$ cat src/rtl/ram_arbiter.sv
// Round-robin arbiter sharing one single-port data RAM between CPU and DMA.
// Optional ARB_LOCK_EN adds CPU_LOCK for atomic CPU read-modify-write.
module ram_arbiter #(
  parameter int ADDR_W    = 7,
  parameter int DATA_W    = 8,
  parameter int MAX_BURST = 4
) (
  input  logic              CLK,
  input  logic              RST,
  input  logic              CPU_REQ,
  input  logic              CPU_WE,
  input  logic [ADDR_W-1:0] CPU_ADDR,
  input  logic [DATA_W-1:0] CPU_WDATA,
`ifdef ARB_LOCK_EN
  input  logic              CPU_LOCK,
`endif
  output logic              CPU_GNT,
  output logic              CPU_RVALID,
  input  logic              DMA_REQ,
  input  logic              DMA_WE,
  input  logic [ADDR_W-1:0] DMA_ADDR,
  input  logic [DATA_W-1:0] DMA_WDATA,
  input  logic              DMA_LAST,
  output logic              DMA_GNT,
  output logic              DMA_RVALID,
  output logic [DATA_W-1:0] RDATA,
  output logic              RAM_CS,
  output logic              RAM_WE,
  output logic              RAM_OE,
  output logic [ADDR_W-1:0] RAM_ADDR,
  output logic [DATA_W-1:0] RAM_WDATA,
  input  logic [DATA_W-1:0] RAM_RDATA
);

  localparam logic [1:0] S_IDLE = 2'd0;
  localparam logic [1:0] S_CPU  = 2'd1;
  localparam logic [1:0] S_DMA  = 2'd2;

  localparam int CNT_W = (MAX_BURST > 1) ? $clog2(MAX_BURST) : 1;
  localparam logic [CNT_W-1:0] CNT_MAX = CNT_W'(MAX_BURST - 1);

  logic [1:0]       state;
  logic [1:0]       state_n;
  logic             last_dma;
  logic             last_dma_n;
  logic [CNT_W-1:0] cnt;
  logic [CNT_W-1:0] cnt_n;
  logic             rv_cpu;
  logic             rv_dma;
  logic             hold_cpu;
  logic             dma_rel;
  logic             is_cpu;
  logic             is_dma;

  assign is_cpu = (state == S_CPU);
  assign is_dma = (state == S_DMA);

`ifdef ARB_LOCK_EN
  assign hold_cpu = CPU_LOCK & CPU_REQ;
`else
  assign hold_cpu = 1'b0;
`endif

  assign dma_rel = DMA_LAST | ~DMA_REQ
                 | ((cnt == CNT_MAX) & CPU_REQ);

  // next owner, round-robin tie break and DMA burst cut-off
  always_comb begin
    state_n    = state;
    last_dma_n = last_dma;
    cnt_n      = cnt;
    unique case (1'b1)
      is_cpu: begin
        last_dma_n = 1'b0;
        if (hold_cpu)     state_n = S_CPU;
        else if (DMA_REQ) state_n = S_DMA;
        else              state_n = S_IDLE;
      end
      is_dma: begin
        if (dma_rel) begin
          last_dma_n = 1'b1;
          cnt_n      = '0;
          state_n    = CPU_REQ ? S_CPU : S_IDLE;
        end else if (cnt != CNT_MAX) begin
          cnt_n = cnt + CNT_W'(1);
        end
      end
      default: begin
        if (CPU_REQ && (!DMA_REQ || last_dma))
          state_n = S_CPU;
        else if (DMA_REQ)
          state_n = S_DMA;
      end
    endcase
  end

  // state, fairness and read-return registers
  always_ff @(posedge CLK or negedge RST) begin
    if (!RST) begin
      state    <= S_IDLE;
      last_dma <= 1'b1;
      cnt      <= '0;
      rv_cpu   <= 1'b0;
      rv_dma   <= 1'b0;
    end else begin
      state    <= state_n;
      last_dma <= last_dma_n;
      cnt      <= cnt_n;
      rv_cpu   <= is_cpu & ~CPU_WE;
      rv_dma   <= is_dma & ~DMA_WE;
    end
  end

  // RAM strobes and muxes decoded from the current owner
  always_comb begin
    CPU_GNT   = 1'b0;
    DMA_GNT   = 1'b0;
    RAM_CS    = 1'b0;
    RAM_WE    = 1'b0;
    RAM_OE    = 1'b0;
    RAM_ADDR  = '0;
    RAM_WDATA = '0;
    unique case (1'b1)
      is_cpu: begin
        CPU_GNT   = 1'b1;
        RAM_CS    = 1'b1;
        RAM_WE    = CPU_WE;
        RAM_OE    = ~CPU_WE;
        RAM_ADDR  = CPU_ADDR;
        RAM_WDATA = CPU_WDATA;
      end
      is_dma: begin
        DMA_GNT   = 1'b1;
        RAM_CS    = 1'b1;
        RAM_WE    = DMA_WE;
        RAM_OE    = ~DMA_WE;
        RAM_ADDR  = DMA_ADDR;
        RAM_WDATA = DMA_WDATA;
      end
      default: ;
    endcase
  end

  assign CPU_RVALID = rv_cpu;
  assign DMA_RVALID = rv_dma;
  assign RDATA      = (rv_cpu | rv_dma) ? RAM_RDATA : '0;

endmodule
$ cat config.mk
export PLATFORM = sky130hd
export DESIGN_NAME = ram_arbiter
export DESIGN_NICKNAME = d
export VERILOG_FILES = /design/src/rtl/ram_arbiter.sv
export SDC_FILE = /design/constraint.sdc
export NUM_CORES = 1
export LEC_CHECK = 0
export ABC_AREA = 0
export BUFFER_PORTS_ARGS = -buffer_cell sky130_fd_sc_hd__buf_4
export CORE_UTILIZATION = 31
export CTS_CLUSTER_SIZE = 8
export DETAILED_ROUTE_END_ITERATION = 10
export PLACE_DENSITY = 0.76
export SLEW_MARGIN = 25
export SYNTH_ARGS = -nofsm -noshare
export SYNTH_HDL_FRONTEND = slang
export SYNTH_SLANG_ARGS = --single-unit
$ cat constraint.sdc
create_clock -name CLK -period 1.4 [get_ports CLK]
set_input_delay 0.07 -clock CLK [delete_from_list [all_inputs] [get_ports CLK]]
set_output_delay 0.07 -clock CLK [all_outputs]
set_load 0.01 [all_outputs]
==> flow_summary_export.csv <==
group,metric,value,unit
run_status,status,"complete, but fails checks",
run_status,violations,"setup timing",
sta,finalHoldViolCount,0,
hold_path,worstHoldPathCells,4,
cts,clock-sinks,7,
cts,htree_levels,1,
cts,cts_buffers,3,
sta,rsz0062_at_grt,"yes",
global_routing,grt_usage,22.1,%
critical_path,endpoint_kind,"output pin",
final_layout,diodes,0,
cts,cts-root-buf,"clkbuf_4",
placement,placedCellCount,189,
yosys,synthesis.instances,90,
floorplan,pin_count,75,
global_routing,grt_max_degree,19,
hold_path,hold_start,"DMA_LAST",
floorplan,design.die.area,2450,um^2
power,power_frac_comb,81.1,%
cts,clkSlewWorstSetupHoldPaths,50,ps
yosys,yosys_register_bits,7,
power,cell_internal_pwr,1.66,mW
run,max_cap_violations,0,
drt,drc_errors,0,
floorplan,core_area,2040,um^2
critical_path,ff2ff_setup_slack,-140,ps
yosys,yosys_warnings,0,
critical_path,arrival,1490,ps
global_routing,antenna_found_initial,0,
final_layout,multi_input_area,567,um^2
critical_path,path_class,"reg2out",
hold_path,min_to,"cnt[1]",
placement,hpwl,1.99,mm
yosys,syn_area,699,um^2
floorplan,initial_core_util,34.3,%
yosys,synth.distinct_cells,21,
cts,tritoncts,"yes",
power,swShare,42.8,%
placement,place_congestion,0.791,
global_routing,grt.overflow.total,0,
yosys,syn_avg_cell_area,7.77,um^2
critical_path,critical_path_buf_inv_count,3,
cts,clk_path_buf_depth,2,
critical_path,worst_r2r_endpoint,"state[0]",
floorplan,row_count,16,
sta,min_period,1560,ps
sta,setup_ws,-164,ps
sta,tns,-2750,ps
drt,wl,2.85,mm
final_layout,drive_gt1_share,65.0,%
sta,tightest_slew,315,ps
yosys,synth_seq_area_share,25.2,%
power,power.switching,1.24,mW
drt,postRouteAntennaNets,0,
critical_path,r2r_cells,6,
placement,portBuffers,74,
yosys,synth_nets,140,
critical_path,critical-path-top-delay-family,"buffers and inverters",
placement,place_ws,-173,ps
floorplan,die_y,49.5,um
power,leakage,0.771,nW
sta,drv_slew,0,
drt,wl_per_cell,13.8,um
final_layout,finish.utilization,76.9,%
global_routing,grt_pass1_vias,946,
drt,via_per_inst,4.87,
global_routing,grt_first_pass_wirelength,4.24,mm
final_layout,layout.nets,231,
critical_path,crit_path_max_incr_delay,420,ps
critical_path,cp.required,1330,ps
sta,finalCritPeriodShare,112,%
sta,slew_headroom,78.8,%
critical_path,cp_max_fo,8,
cts,insertion_delay,250,ps
drt,drt_iter0_drc,15,
power,ir_drop,0.00193,V
final_layout,fill_cells,150,
critical_path,path_cells,"buf_6 > ha_4 > clkbuf_16 > a22oi_2 > nor2_1 > buf_4",
critical_path,worstSetupStartpointType,"flop",
final_layout,stdcell_area,1570,um^2
power,power_density,1850,nW/um^2
drt,route.vias.total,1008,
final_layout,finalNonFillerCells,207,
critical_path,worst_path_max_delay_cell,"dfrtp_1",
sta,clock-skew-final,5.89,ps
sta,fmaxAchievable,640,MHz
sta,setup_violations,20,
final_layout,regArea,178,um^2
drt,drt_pass1_iterations,3,
placement,place_area,1290,um^2
hold_path,hp-class,"in2reg",
floorplan,dieWidth,49.5,um
critical_path,rr_startpoint,"state[0]",
power,clkPwrFrac,6.2,%
power,p_seq_share,12.7,%
final_layout,area_growth,125,%
-- cell type report --
cell class              count  area share, %
repair buffers             92           47.3
flip-flops and latches      7           11.3
multi-input cells          71           36.1
well taps                  27           2.15
inverters                   6           1.43
clock buffers               4           1.67
-- sequential cells by signal (all words and copies together), names as in the netlist --
| name | cells |
|---|---|
| last_dma | 1 |
| state | 2 |
| DMA_RVALID | 1 |
| cnt | 2 |
| CPU_RVALID | 1 |
-- worst max-delay path by stage --
stage / startpoint / to / slack (ps) / cells after the start
final: state[0] / RAM_WDATA[0] / -160 / 6
after global routing: state[0] / RAM_ADDR[5] / -240 / 6
after CTS: state[0] / RAM_WDATA[0] / -150 / 6
after detailed placement: state[0] / RAM_WDATA[0] / -170 / 5
after global placement: state[0] / RAM_WDATA[6] / -70 / 5
after floorplan: state[0] / state[0] / -80 / 6
-- cell families after synthesis --
family	synth area share (%)
fa+ha+maj	8.94
buf+inv	8.23
simple gates	28.6
flops	25.2
mux	3.76
compound gates	25.2
-- worst reg2reg max path: cells and delay by family (launching register included) --
family	cells	cell delay (ps)
buffers and inverters	3	340
AO/OA/AOI/OAI	1	170
flip-flops	1	410
adder cells (fa/ha/maj)	1	190
multiplexers	1	320
-- layout by cell type (no fill, tap or decap), types with 2 or more instances in the layout --
cell	netlist	routed
a21oi_1	2	2
a22oi_1	16	11
a22oi_2	0	5
buf_4	0	83
buf_6	1	4
clkbuf_4	0	3
dfrtp_1	6	5
dlygate4sd3_1	0	3
ha_4	0	3
inv_1	6	4
inv_2	0	2
nand2_1	3	3
nand3_1	3	2
nor2_1	20	18
nor2_2	0	2
nor2b_1	10	8
nor2b_4	0	2
o21ai_0	5	3
-- stage by stage --
stage,hold WS [ps],power [mW]
global route,161,3.11
floorplan,-226,1.38
finish,140,2.90
global placement,-116,2.09
detailed placement,-115,2.13
CTS,154,2.64
-- timing repair --
item,4_1_cts,5_1_grt
resized for setup,19,13
hold buffers,3,0
gates cloned,0,1
pin swaps,2,4
setup endpoints to repair,21,24
endpoints found under the hold margin,9,0
buffers inserted,7,3
-- cell usage after synthesis --
cell      instances  area (um^2)
nand3_1           3         15.0
mux2_2            1         11.3
dfstp_2           1         26.3
a31oi_2           1         12.5
mux2_4            1         15.0
o21ai_0           5         25.0
buf_6             1         11.3
nor2b_1          10         62.6
clkbuf_1          1         3.75
inv_1             6         22.5
nor2_1           20         75.1
nor4_4            1         21.3
dfrtp_1           6          150
o41ai_1           1         8.76
a21oi_1           2         10.0
buf_2             4         20.0
a22oi_1          16          120
ha_1              5         62.6
and2b_2           1         8.76
nand2_1           3         11.3
and3_1            1         6.26
-- layer usage --
metal | track usage, % | up-vias | share of wire (%)
li1 | - | 496 | -
met1 | 26.7 | 469 | 41
met2 | 39.3 | 43 | 51
met3 | 7.41 | 0 | 8.1
met4 | 1.43 | 0 | 0
met5 | 0 | - | 0
-- power by group through the flow --
stage	clock [mW]	sequential [mW]	combinational [mW]
final	0.181	0.368	2.35
after global routing	0.206	0.377	2.53
after CTS	0.186	0.358	2.10
after detailed placement	0	0.355	1.78
after global placement	0	0.344	1.74
after floorplan	0	0.338	1.04
Power figures use the tool's default switching activity.
